$ cat config.mk
export PLATFORM = sky130hd
export DESIGN_NAME = alu_issue
export DESIGN_NICKNAME = d
export VERILOG_FILES = /design/src/rtl/alu_issue.sv
export SDC_FILE = /design/constraint.sdc
export NUM_CORES = 1
export LEC_CHECK = 0
export CAP_MARGIN = 15
export CORE_MARGIN = 2
export CORE_UTILIZATION = 50
export CTS_BUF_LIST = sky130_fd_sc_hd__clkbuf_16
export DETAILED_ROUTE_END_ITERATION = 12
export PLACE_DENSITY = 0.78
export SLEW_MARGIN = 20
export SYNTH_ARGS = -nofsm -noshare
export SYNTH_HDL_FRONTEND = slang
export SYNTH_SLANG_ARGS = --single-unit
$ cat constraint.sdc
create_clock -name clk -period 4.2 [get_ports clk]
set_clock_uncertainty 0.15 [all_clocks]
set_input_delay 0.84 -clock clk [delete_from_list [all_inputs] [get_ports clk]]
set_output_delay 0.84 -clock clk [all_outputs]
set_load 0.02 [all_outputs]
$ cat src/rtl/alu_issue.sv
// alu_issue: registers ALU requests into a one-deep issue stage and queues
// results in a credit-checked FIFO returned with their tags.
`ifndef ALU_CODE_W
`define ALU_CODE_W 4
`define ALU_ADD 4'h0
`define ALU_SLL 4'h1
`define ALU_SLT 4'h2
`define ALU_XOR 4'h4
`define ALU_SRL 4'h5
`define ALU_OR  4'h6
`define ALU_AND 4'h7
`define ALU_SUB 4'h8
`endif

module alu_issue #(
    parameter int DATA_WIDTH = 32,
    parameter int TAG_WIDTH  = 5,
    parameter int DEPTH      = 4
) (
    input  logic                   clk,
    input  logic                   rst,
    input  logic                   req_valid,
    output logic                   req_ready,
    input  logic [2:0]             req_op,
    input  logic [DATA_WIDTH-1:0]  req_a,
    input  logic [DATA_WIDTH-1:0]  req_b,
    input  logic [TAG_WIDTH-1:0]   req_tag,
    output logic [DATA_WIDTH-1:0]  alu_in_a,
    output logic [DATA_WIDTH-1:0]  alu_in_b,
    output logic [`ALU_CODE_W-1:0] alu_code,
    input  logic [DATA_WIDTH-1:0]  alu_out,
    output logic                   rsp_valid,
    input  logic                   rsp_ready,
    output logic [DATA_WIDTH-1:0]  rsp_data,
    output logic [TAG_WIDTH-1:0]   rsp_tag,
    output logic                   busy
);
    localparam int PW = $clog2(DEPTH);
    localparam int CW = PW + 1;

    logic                   r_init;
    logic                   r_stage_valid;
    logic [DATA_WIDTH-1:0]  r_a;
    logic [DATA_WIDTH-1:0]  r_b;
    logic [`ALU_CODE_W-1:0] r_code;
    logic [TAG_WIDTH-1:0]   r_tag;
    logic [PW-1:0]          r_wr_ptr;
    logic [PW-1:0]          r_rd_ptr;
    logic [CW-1:0]          r_count;
    logic [DATA_WIDTH-1:0]  r_mem_data [DEPTH];
    logic [TAG_WIDTH-1:0]   r_mem_tag  [DEPTH];
    logic                   w_accept;
    logic                   w_pop;
    logic [CW:0]            w_used;
    logic [`ALU_CODE_W-1:0] w_code;

    always_comb begin
        w_code = `ALU_ADD;
        case (req_op)
            3'd0:    w_code = `ALU_SLL;
            3'd1:    w_code = `ALU_SRL;
            3'd2:    w_code = `ALU_ADD;
            3'd3:    w_code = `ALU_SUB;
            3'd4:    w_code = `ALU_OR;
            3'd5:    w_code = `ALU_XOR;
            3'd6:    w_code = `ALU_AND;
            default: w_code = `ALU_SLT;
        endcase
    end

    // The in-flight stage holds a credit, so the FIFO can never be written while full.
    assign w_used    = {1'b0, r_count} + (CW+1)'(r_stage_valid);
    assign req_ready = r_init && (w_used < (CW+1)'(DEPTH));
    assign w_accept  = req_valid && req_ready;
    assign rsp_valid = r_count != '0;
    assign w_pop     = rsp_valid && rsp_ready;
    assign busy      = r_stage_valid || rsp_valid;
    assign rsp_data  = rsp_valid ? r_mem_data[r_rd_ptr] : '0;
    assign rsp_tag   = rsp_valid ? r_mem_tag[r_rd_ptr] : '0;
    assign alu_in_a  = r_a;
    assign alu_in_b  = r_b;
    assign alu_code  = r_code;

    always_ff @(posedge clk or negedge rst) begin
        if (!rst) begin
            r_init        <= 1'b0;
            r_stage_valid <= 1'b0;
            r_a           <= '0;
            r_b           <= '0;
            r_code        <= `ALU_ADD;
            r_tag         <= '0;
            r_wr_ptr      <= '0;
            r_rd_ptr      <= '0;
            r_count       <= '0;
        end else begin
            r_init        <= 1'b1;
            r_stage_valid <= w_accept;
            if (w_accept) begin
                r_a    <= req_a;
                r_b    <= req_b;
                r_code <= w_code;
                r_tag  <= req_tag;
            end
            r_wr_ptr <= r_wr_ptr + PW'(r_stage_valid);
            r_rd_ptr <= r_rd_ptr + PW'(w_pop);
            r_count  <= r_count + CW'(r_stage_valid) - CW'(w_pop);
        end
    end

    always_ff @(posedge clk) begin
        if (r_stage_valid) begin
            r_mem_data[r_wr_ptr] <= alu_out;
            r_mem_tag[r_wr_ptr]  <= r_tag;
        end
    end
endmodule
==> impl_results.md, run 1 <==
* Status: finished, final reports clean
* Seq cells post-synth at 230
* Clk network pwr share at 20.4%
* I/O Buffers at 215
* Flop pwr share at 37.4%
* YS warnings at 0
* TritonCTS buffer count at 23
* H-Tree Depth at 1
* Largest family of logic cells by synthesized area: multiplexers
* Post-Synth XOR/XNOR Area at 0.390%
* Final Hold Fails at 0
* Simple-gate area share of the yosys netlist at 3.50%
* Final Cell Area at 12100 um2
* Crit end category: output port
* Pwr per Cell Area at 742 nW/um2
* Area share of the largest cell type after synthesis at 49.5%
* First-pass GRT wire length at 27700 um
* Total number of vias at 4662
* Comb power frac at 42.2%
* Register area share after synthesis at 72.3%
* Crit Path Category: flip-flop to output port
* WL per Instance at 19.5 um
* Headroom to the max-slew limit at 32.6%
* CTS tree: built
* Primary FF master, synth: edfxtp_1
* Post-synth EDFFs at 148
* Peak supply drop at 0.000512 V
* FP Rows at 49
* Crit start category: flip-flop
* Synth area leader: edfxtp_1
* RSZ-0062 raised after global routing: false
* Netlist cell types at 31
* Count leader, synth: edfxtp_1
* CTS-repair resized insts at 0
* IO Count at 216
* Placed inst area at 11400 um2
* Setup violations, final at 0
* R2r startpoint: r_count[1]
* Hold crit path type: primary input to asynchronous set/reset pin
* Routed WL at 17700 um
* TNS Setup at 0 ps
* Compound-cell area share of the yosys netlist at 0.432%
* Post-Syn Area per Cell at 20.7 um2
* Synth Area in Adders at 0.641%
* # clock sinks at 230
* Final GP Congestion at 0.760
* Tcrit/Tclk final at 85.0%
* Die H at 138 um
* Synth Cell Area at 8980 um2
* Switching part of the total at 31.7%
* Worst path required time at 3210 ps
* Nets at 772
* Clk pin slew, worst setup/hold paths at 60 ps
* Clock Path Buffers at 3
* Vias in the first global route at 5159
* DRC at 0
* Crit path DAT at 2580 ps
* First DRT Iteration DRCs at 227
* Mux cell area share after synthesis at 20.9%
* Synth cell count leaders: 148 x edfxtp_1, 82 x dfrtp_1, 57 x mux2_4
* Post-layout min period at 3570 ps
* Pin count of the biggest net entering global routing at 83
* Worst-Skew Late Latency at 490 ps
* Final ANT Viol Nets at 0
* Share of layout cells above drive strength 1 at 22.8%
* GR Util All Layers at 18.3%
* Core area at 17800 um2
* Lkg Pwr at 4.46 nW
* Slew Viols, Final at 0
* # hold bufs at CTS at 0
* GR Overflow Total at 0
* Internal power at 6.12 mW
* NetSw at 2.84 mW
* Fraction of registers with async set/reset at 35.7%
* Critical Path Start: r_rd_ptr[1]
* Post-CTS Setup Bufs at 0
* CP Max Fanout at 26
* Syn nets at 546
* DP HPWL at 11400 um
* Synth Instances at 434
* DRT Pass-1 Iters at 4
* Initial antenna violation count at 3
* Slew @ Worst Pin at 1010 ps
* Max Clk Rate at 0.280 GHz
* Final Worst Setup Slack at 628 ps
* Area contributors post-synth: edfxtp_1 49%, dfrtp_1 23%, mux2_4 9.5%, mux4_2 9.3%, and2_1 2.6%
* DR vias/cell at 5.13
* Die width at 138 um
* Initial Util at 50.5%
* Fill count at 1156
* Full die area at 19000 um2
* Worst slack, placed at 1100 ps
* Max-cap check violation count at 0
* Root Driver: clkbuf_16
* Area grow syn2layout at 34.4%
cells by family after synthesis:
group	after synthesis
buffers and inverters	25
AND/OR/NAND/NOR	53
adder cells (fa/ha/maj)	4
XOR/XNOR	4
flip-flops	230
multiplexers	111
other	1
AO/OA/AOI/OAI	6
power by group through the flow:
stage / combinational [mW] / clock [mW] / sequential (mW)
2_1_floorplan: 1.84 / 0 / 3.69
4_1_cts: 3.84 / 1.88 / 3.36
3_3_place_gp: 3.79 / 0 / 3.36
3_5_place_dp: 3.84 / 0 / 3.37
6_report: 3.78 / 1.83 / 3.35
5_1_grt: 4.00 / 1.95 / 3.42
critical path: stages (launching register included):
cell	delay, ps
dfrtp_2	570
buf_4	430
mux4_2	380
and2_1	190
clkdlybuf4s50_1	530
cell usage in the layout (no fill, tap or decap), types with 4 or more instances in the layout:
cell type          n
inv_1             12
buf_4              4
mux2_4            57
edfxtp_1         148
mux2_2            14
clkdlybuf4s50_1  214
mux4_2            37
and2_1            37
clkbuf_16         24
dfrtp_1           80
registers in the layout, indices dropped and copies added (netlist names):
signal and cells:
r_init 1, r_mem_data 128, r_rd_ptr 2, r_stage_valid 1
r_tag 5, alu_code 4, alu_in_a 32, alu_in_b 32
r_mem_tag 20, r_count 3, r_wr_ptr 2
metrics by stage:
| step | cells | power, mW | utilization, % | hold WS [ps] |
|---|---|---|---|---|
| 3_5_place_dp | 864 | 7.21 | 64.0 | 342 |
| 4_1_cts | 905 | 9.08 | 67.8 | 365 |
| 5_1_grt | 908 | 9.37 | 67.9 | 269 |
| 6_report | 908 | 8.96 | 67.9 | 226 |
| 2_1_floorplan | 434 | 5.53 | - | 322 |
| 3_3_place_gp | 864 | 7.15 | 64.0 | 341 |
final timing paths:
kind | slack, ps | cells after the start | end
worst min register to register | 360 | 1 | alu_in_a[8]
min in group clk | 360 | 1 | alu_in_a[8]
worst max-delay path | 630 | 4 | rsp_data[20]
worst min-delay path | 230 | 1 | r_tag[3]
worst max register to register | 1660 | 5 | alu_in_b[31]
max in group asynchronous | 3110 | 1 | r_rd_ptr[0]
final cells by class:
cell class	count	area [um2]	area share [%]
flip-flops and latches	230	6500	53.9
multi-input cells	179	2350	19.5
repair buffers	221	2220	18.4
clock buffers	24	601	4.98
well taps	229	287	2.37
clock inverters	17	78.8	0.653
inverters	5	18.8	0.156
diodes	3	7.51	0.0622
per-layer routing:
metal / wire, um / global-route usage (%) / vias to the layer above
li1: - / - / 2121
met1: 7360 / 23.8 / 2319
met2: 8580 / 30.2 / 201
met3: 1440 / 5.51 / 21
met4: 324 / 5.59 / 0
met5: 0 / 0 / -
(Power assumes the default switching activity.)
==> inputs of run 2 (changes only) <==
Settings changed: SKIP_CTS_REPAIR_TIMING from default to 1.
==> results of run 2 <==
Final layout, timing and power as in run 1 (identical DEF).
